==> config.mk <==
export PLATFORM = sky130hd
export DESIGN_NAME = muldiv_unit
export DESIGN_NICKNAME = d
export VERILOG_FILES = /design/src/rtl/muldiv_pkg.sv /design/src/rtl/muldiv_iter_core.sv /design/src/rtl/muldiv_unit.sv
export SDC_FILE = /design/constraint.sdc
export NUM_CORES = 1
export LEC_CHECK = 0
export CAP_MARGIN = 10
export CORE_AREA = 2 2 199 201
export DETAILED_ROUTE_END_ITERATION = 10
export DIE_AREA = 0 0 201 203
export RECOVER_POWER = 25
export SETUP_SLACK_MARGIN = 0.05
export SLEW_MARGIN = 20
export SYNTH_ARGS = -nofsm -noshare
export SYNTH_HDL_FRONTEND = slang
export SYNTH_SLANG_ARGS = --single-unit
==> constraint.sdc <==
create_clock -name clk -period 8.6 [get_ports clk]
set_clock_uncertainty 0.15 [all_clocks]
set_input_delay 0.86 -clock clk [delete_from_list [all_inputs] [get_ports clk]]
set_output_delay 0.86 -clock clk [all_outputs]
set_load 0.01 [all_outputs]
==> src/rtl/muldiv_pkg.sv <==
// Shared types and helpers for the RV32M multiply/divide engine.
package muldiv_pkg;

  localparam int DEFAULT_XLEN = 32;

  // funct3 encodings of the M-extension ops
  typedef enum logic [2:0] {
    OP_MUL    = 3'b000,
    OP_MULH   = 3'b001,
    OP_MULHSU = 3'b010,
    OP_MULHU  = 3'b011,
    OP_DIV    = 3'b100,
    OP_DIVU   = 3'b101,
    OP_REM    = 3'b110,
    OP_REMU   = 3'b111
  } md_op_e;

  typedef enum logic [1:0] {
    IDLE = 2'd0,
    BUSY = 2'd1,
    DONE = 2'd2
  } md_state_e;

  function automatic logic is_div(input md_op_e op);
    return op[2];
  endfunction

  function automatic logic is_rem(input md_op_e op);
    return op[2] & op[1];
  endfunction

  // MUL keeps only the low half, which is identical for signed and unsigned
  // operands, so it is handled on magnitudes without sign correction.
  function automatic logic is_signed_a(input md_op_e op);
    return op inside {OP_MULH, OP_MULHSU, OP_DIV, OP_REM};
  endfunction

  function automatic logic is_signed_b(input md_op_e op);
    return op inside {OP_MULH, OP_DIV, OP_REM};
  endfunction

endpackage

==> src/rtl/muldiv_iter_core.sv <==
// One-bit-per-cycle datapath: shift-add multiply and restoring divide on
// unsigned magnitudes. {hi,lo} holds the product, or remainder/quotient.
module muldiv_iter_core #(
  parameter int XLEN = 32
) (
  input  logic            clk,
  input  logic            rst,
  input  logic            load,
  input  logic            step,
  input  logic            div_mode,
  input  logic [XLEN-1:0] a_mag,
  input  logic [XLEN-1:0] b_mag,
  output logic [XLEN-1:0] hi_nxt,
  output logic [XLEN-1:0] lo_nxt,
  output logic            last
);

  localparam int CW = $clog2(XLEN);

  logic [XLEN-1:0] hi_q, hi_d, lo_q, lo_d, opnd_q, opnd_d;
  logic [CW-1:0]   cnt_q, cnt_d;
  logic            div_q, div_d;
  logic [XLEN-1:0] addend, rem_diff;
  logic [XLEN:0]   mul_sum, rem_sh;
  logic            rem_ge;

  // Compute one iteration step, or initialise the registers on load
  always_comb begin
    hi_d     = hi_q;
    lo_d     = lo_q;
    opnd_d   = opnd_q;
    cnt_d    = cnt_q;
    div_d    = div_q;
    addend   = lo_q[0] ? opnd_q : '0;
    mul_sum  = {1'b0, hi_q} + {1'b0, addend};
    rem_sh   = {hi_q, lo_q[XLEN-1]};
    rem_ge   = rem_sh >= {1'b0, opnd_q};
    // The partial remainder is always below the divisor, so the difference fits XLEN bits.
    rem_diff = rem_sh[XLEN-1:0] - opnd_q;
    if (load) begin
      hi_d   = '0;
      lo_d   = div_mode ? a_mag : b_mag;
      opnd_d = div_mode ? b_mag : a_mag;
      cnt_d  = '0;
      div_d  = div_mode;
    end else if (step) begin
      cnt_d = cnt_q + CW'(1);
      if (div_q) begin
        hi_d = rem_ge ? rem_diff : rem_sh[XLEN-1:0];
        lo_d = {lo_q[XLEN-2:0], rem_ge};
      end else begin
        hi_d = mul_sum[XLEN:1];
        lo_d = {mul_sum[0], lo_q[XLEN-1:1]};
      end
    end
  end

  // Datapath registers
  always_ff @(posedge clk) begin
    if (rst) begin
      hi_q   <= '0;
      lo_q   <= '0;
      opnd_q <= '0;
      cnt_q  <= '0;
      div_q  <= 1'b0;
    end else begin
      hi_q   <= hi_d;
      lo_q   <= lo_d;
      opnd_q <= opnd_d;
      cnt_q  <= cnt_d;
      div_q  <= div_d;
    end
  end

  // The final step's outcome is consumed in the same cycle it is computed
  assign hi_nxt = hi_d;
  assign lo_nxt = lo_d;
  assign last   = cnt_q == CW'(XLEN - 1);

endmodule

==> src/rtl/muldiv_unit.sv <==
// RV32M multiply/divide engine: FSM, sign handling and special cases.
// Optional build macro MULDIV_FAST_MUL_EN: multiplies use one registered
// 2*XLEN multiply (IDLE -> DONE) instead of the iterative core.
module muldiv_unit
  import muldiv_pkg::*;
#(
  parameter int XLEN = DEFAULT_XLEN
) (
  input  logic            clk,
  input  logic            rst,
  input  logic            start,
  input  logic            kill,
  input  logic [2:0]      op,
  input  logic [XLEN-1:0] opa,
  input  logic [XLEN-1:0] opb,
  output logic            busy,
  output logic            done,
  output logic [XLEN-1:0] result
);

  localparam logic [XLEN-1:0] MIN_INT  = {1'b1, {(XLEN-1){1'b0}}};
  localparam logic [XLEN-1:0] ALL_ONES = '1;

  md_state_e         state_q, state_d;
  md_op_e            op_q, op_d, op_in;
  logic              neg_q, neg_d, neg_rem_q, neg_rem_d;
  logic              after_done_q, after_done_d;
  logic [XLEN-1:0]   result_q, result_d;
  logic              sa, sb, accept, div_zero, sgn_ovf, special;
  logic [XLEN-1:0]   a_mag, b_mag, special_res, fast_res, core_res;
  logic              fast_en, core_load, core_step, core_last;
  logic [XLEN-1:0]   core_hi, core_lo;
  logic [2*XLEN-1:0] prod_s;

  // Decode the incoming op: magnitudes, sign flags and special-case results
  always_comb begin
    op_in    = md_op_e'(op);
    sa       = is_signed_a(op_in) & opa[XLEN-1];
    sb       = is_signed_b(op_in) & opb[XLEN-1];
    a_mag    = sa ? (~opa + XLEN'(1)) : opa;
    b_mag    = sb ? (~opb + XLEN'(1)) : opb;
    div_zero = is_div(op_in) && (opb == '0);
    sgn_ovf  = (op_in == OP_DIV || op_in == OP_REM) && (opa == MIN_INT) && (opb == ALL_ONES);
    special  = div_zero | sgn_ovf;
    if (div_zero) special_res = is_rem(op_in) ? opa : ALL_ONES;
    else          special_res = is_rem(op_in) ? '0 : MIN_INT;
    // A start seen right after DONE still belongs to the retiring instruction.
    accept   = start & ~kill & ~after_done_q;
  end

`ifdef MULDIV_FAST_MUL_EN
  logic [2*XLEN-1:0] fast_prod, fast_signed;

  // Single-cycle multiply, captured into result_q on the way to DONE
  always_comb begin
    fast_prod   = {{XLEN{1'b0}}, a_mag} * {{XLEN{1'b0}}, b_mag};
    fast_signed = (sa ^ sb) ? (~fast_prod + (2*XLEN)'(1)) : fast_prod;
    fast_en     = ~is_div(op_in);
    fast_res    = (op_in == OP_MUL) ? fast_signed[XLEN-1:0] : fast_signed[2*XLEN-1:XLEN];
  end
`else
  assign fast_en  = 1'b0;
  assign fast_res = '0;
`endif

  // Apply the latched signs to the core's final step and select the output half
  always_comb begin
    prod_s = neg_q ? (~{core_hi, core_lo} + (2*XLEN)'(1)) : {core_hi, core_lo};
    case (op_q)
      OP_MUL:                       core_res = prod_s[XLEN-1:0];
      OP_MULH, OP_MULHSU, OP_MULHU: core_res = prod_s[2*XLEN-1:XLEN];
      OP_DIV, OP_DIVU:              core_res = neg_q ? (~core_lo + XLEN'(1)) : core_lo;
      default:                      core_res = neg_rem_q ? (~core_hi + XLEN'(1)) : core_hi;
    endcase
  end

  // Next-state logic; kill overrides everything and suppresses any latch
  always_comb begin
    state_d      = state_q;
    op_d         = op_q;
    neg_d        = neg_q;
    neg_rem_d    = neg_rem_q;
    result_d     = result_q;
    after_done_d = (state_q == DONE);
    core_load    = 1'b0;
    core_step    = 1'b0;
    if (kill) begin
      state_d = IDLE;
    end else begin
      case (state_q)
        IDLE: if (accept) begin
          op_d      = op_in;
          neg_d     = sa ^ sb;
          neg_rem_d = sa;
          if (special) begin
            result_d = special_res;
            state_d  = DONE;
          end else if (fast_en) begin
            result_d = fast_res;
            state_d  = DONE;
          end else begin
            core_load = 1'b1;
            state_d   = BUSY;
          end
        end
        BUSY: begin
          core_step = 1'b1;
          if (core_last) begin
            result_d = core_res;
            state_d  = DONE;
          end
        end
        default: state_d = IDLE;
      endcase
    end
  end

  // State registers
  always_ff @(posedge clk) begin
    // NOTE: reset is synchronous here, and every flop uses <= so all update from pre-edge values.
    if (rst) begin
      state_q      <= IDLE;
      op_q         <= OP_MUL;
      neg_q        <= 1'b0;
      neg_rem_q    <= 1'b0;
      after_done_q <= 1'b0;
      result_q     <= '0;
    end else begin
      state_q      <= state_d;
      op_q         <= op_d;
      neg_q        <= neg_d;
      neg_rem_q    <= neg_rem_d;
      after_done_q <= after_done_d;
      result_q     <= result_d;
    end
  end

  // Outputs: stall while accepting or iterating, done only in an unkilled DONE
  always_comb begin
    busy   = (state_q == BUSY) | ((state_q == IDLE) & accept);
    done   = (state_q == DONE) & ~kill;
    result = result_q;
  end

  muldiv_iter_core #(.XLEN(XLEN)) u_core (
    .clk      (clk),
    .rst      (rst),
    .load     (core_load),
    .step     (core_step),
    .div_mode (is_div(op_in)),
    .a_mag    (a_mag),
    .b_mag    (b_mag),
    .hi_nxt   (core_hi),
    .lo_nxt   (core_lo),
    .last     (core_last)
  );

endmodule

==> results.cfg <==
[die]
core-area_mm2 = 0.0385
die_area_mm2 = 0.0408
top_level_ports = 105
num_rows = 72
die_h_um = 203
initial_core_util_pct = 45.9
die_w_um = 201

[drt]
drc = 0
drtIter0Drc = 2861
first_pass_iters = 6
drt-total-wl_mm = 86.0
vias_per_cell = 6.89
wl_per_cell_um = 27.8
ant_nets = 0
vias = 21310

[clocking]
clock-sinks = 142
clock_latency_ns = 0.48
cts_buffer_depth = 2
cts_buffers = 17
clockRootBuffer = clkbuf_16
cts_tree = built
hold_buffers = 0
postCtsSetupRepairBufs = 0
h-tree-depth = 4
cts.reportedPaths.clkPinSlew_ns = 0.07
cts_resized = 0

[pwr]
p_leak_nw = 7.29
swShare_pct = 41.9
irDropWorstVdd_mv = 0.134
p_seq_share_pct = 29.8
comb_power_share_pct = 37.2
clock_power_share_pct = 33.0
totalPowerFinal_mw = 2.37
power.switching_uw = 993
p_per_area_mw_per_mm2 = 121
p_int_mw = 1.37

[synthesis]
netlist_area_mm2 = 0.0177
synth_area_leaders = dfxtp_1, nor2_1, a21oi_1
synthFlopType = dfxtp_1
syn_avg_cell_area_um2 = 6.82
ys_ff_latch = 142
synth_cell_types = 99
synth_top_area_share_pct = 16.1
synthArstFlopShare_pct = 0
syn-num-nets = 2735
synth_edf_count = 0
yosysTopAreaCell = dfxtp_1
syn_inst = 2591
yosysWarnings = 0
yosysSeqAreaShare_pct = 16.1

[global_route]
overflow = 0
grt_usage_pct = 41.0
grt_max_degree = 77
grt_pass1_vias = 19417
grt_first_pass_wirelength_mm = 126
antenna_found_initial = 0

[setup_path]
required_ns = 8.81
worstSetupEndpoint = result[22]$_SDFFE_PP0P_
r2r_setup_slack_ns = 1.59
r2r-start = u_core.opnd_q[24]$_SDFFE_PP0P_
r2r_end = result[12]$_SDFFE_PP0P_
critPathArrivalTime_ns = 7.40
startpoint = opb[1]
criticalPathCategory = primary input to register
cp-start-kind = primary input
rr_worst_depth = 18
crit_fanout = 19
crit_path_end_kind = register

[flow_run]
drv_cap = 2

[sta]
setup_viol = 0
fmax_mhz = 139
relSlewSlack_pct = -186
fin_crit_ns = 7.20
post-route-period-util_pct = 83.7
timing.final.ws_setup_ns = 1.40
slew_violations = 108
worst_pin_slew_ns = 4.29
hold_viol = 0
setup_tns_ns = 0
rsz0062_at_grt = no

[finish]
area_growth_syn_to_layout_pct = 10.5
drive_gt1_share_pct = 6.17
nets = 2707
finish.instance_area_mm2 = 0.0195
n_antenna_cell = 0
nFillCells = 3945

[placement]
dp_slack_ns = 1.67
portBuffers = 104
dp_hpwl_mm = 66.4
place_area_mm2 = 0.0189
place_congestion = 1.07

[run_status]
violations = capacitance limit, slew limit
status = complete, but fails checks

[worst_hold_path]
worst_hold_path_type = register to register
## cells in the mapped netlist, drive strengths merged (41+ instances only)
library cell	count
a211oi	47
a21oi	225
buf	41
clkbuf	155
dfxtp	142
ha	71
inv	66
mux2i	71
nand2	280
nand3	70
nand4	50
nor2	311
nor3	70
o211ai	54
o21ai	210
xnor2	92
xor2	68
## metal layers
layer	wire (um)	vias to the layer above	part of all wire (%)	track usage [%]
li1	-	9540	-	-
met1	33800	10096	39	52.5
met4	5770	0	6.7	23.8
met3	9520	284	11	9.44
met2	37000	1390	43	63.1
met5	0	-	0	0
## how the worst min path moves through the flow
stage | from | to | slack (ns) | cells after the start
6_report | u_core.opnd_q[10]$_SDFFE_PP0P_ | u_core.opnd_q[10]$_SDFFE_PP0P_ | 0.30 | 2
5_1_grt | u_core.opnd_q[12]$_SDFFE_PP0P_ | u_core.opnd_q[12]$_SDFFE_PP0P_ | 0.32 | 2
2_1_floorplan | u_core.opnd_q[15]$_SDFFE_PP0P_ | u_core.opnd_q[15]$_SDFFE_PP0P_ | 0.28 | 2
4_1_cts | u_core.opnd_q[4]$_SDFFE_PP0P_ | u_core.opnd_q[4]$_SDFFE_PP0P_ | 0.31 | 2
3_3_place_gp | result[2]$_SDFFE_PP0P_ | result[2]$_SDFFE_PP0P_ | 0.29 | 1
3_5_place_dp | result[4]$_SDFFE_PP0P_ | result[4]$_SDFFE_PP0P_ | 0.29 | 1
## final cells by class
type / instances / area [um2] / area share, %
flip-flops and latches: 142 / 2840 / 14.6
multi-input cells: 2186 / 13800 / 70.8
clock buffers: 17 / 425 / 2.18
repair buffers: 149 / 1360 / 6.98
well taps: 518 / 648 / 3.32
clock inverters: 15 / 158 / 0.808
inverters: 67 / 251 / 1.29
## critical path, cell delays in order
cell	delay (ns)
clkdlybuf4s50_1	0.54
inv_1	0.15
ha_1	0.25
or3b_1	0.50
nor3_1	0.90
nand4_4	0.39
o21ai_2	0.40
nor2_4	0.08
nand2_1	0.11
o311a_1	0.24
ha_1	0.26
inv_1	0.06
o41a_1	0.48
a2111o_1	0.47
or4_4	0.60
or2_4	0.30
o311ai_0	0.31
a21o_1	0.17
o2111ai_1	0.11
a22o_1	0.21
## power by group through the flow
stage | Combinational, mW | Clock, mW | Sequential [mW]
4_1_cts | 0.847 | 0.783 | 0.704
3_5_place_dp | 0.842 | 0 | 0.719
2_1_floorplan | 0.554 | 0 | 0.709
6_report | 0.881 | 0.780 | 0.706
3_3_place_gp | 0.839 | 0 | 0.718
5_1_grt | 0.927 | 0.805 | 0.707
## state kept, by name (all words and copies together), names as in the netlist
| register | flops |
|---|---|
| u_core.lo_q | 32 |
| result | 32 |
| u_core.cnt_q | 5 |
| u_core.div_q | 1 |
| u_core.opnd_q | 32 |
| u_core.hi_q | 32 |
| op_q | 3 |
| neg_q | 1 |
| after_done_q | 1 |
| neg_rem_q | 1 |
| state_q | 2 |
## logic make-up after synthesis
group / count (synthesis) / synth area share, %
AOI/OAI and AO/OA: 866 / 32.5
xor gates and xnor gates: 160 / 7.93
adders and majority gates: 73 / 5.26
buffers and inverters: 263 / 5.86
DFF: 142 / 16.1
muxes: 85 / 4.92
and+or+nand+nor: 1002 / 27.5
## layout by cell type, fill, tap and decap left out, drive strengths merged, types with 14 or more instances in the layout
master	netlist	final
nand4	50	50
nand2b	18	18
xor2	68	68
o21ai	210	210
or2	15	15
nand2	280	280
o221ai	19	19
nor2	311	311
clkbuf	155	20
a211oi	47	47
dlygate4sd3	0	33
xnor2	92	92
a31oi	27	27
nor3	70	70
inv	66	72
a21o	39	39
o211ai	54	54
mux2i	71	71
dfxtp	142	142
o21a	23	23
nand3	70	70
or3	33	33
ha	71	71
a221oi	19	19
mux2	14	14
and3	22	22
clkdlybuf4s50	0	69
buf	41	44
nor4	34	34
and2	25	25
o31ai	23	23
a21oi	225	225
or4	18	18
## per-stage QoR
step / std cells / hold WS [ns] / utilization (%)
floorplan: 2591 / 0.282 / -
global placement: 3062 / 0.288 / 49.2
detailed placement: 3062 / 0.290 / 49.2
CTS: 3094 / 0.305 / 50.8
global route: 3094 / 0.317 / 50.7
finish: 3094 / 0.305 / 50.7
(Power assumes the default switching activity.)
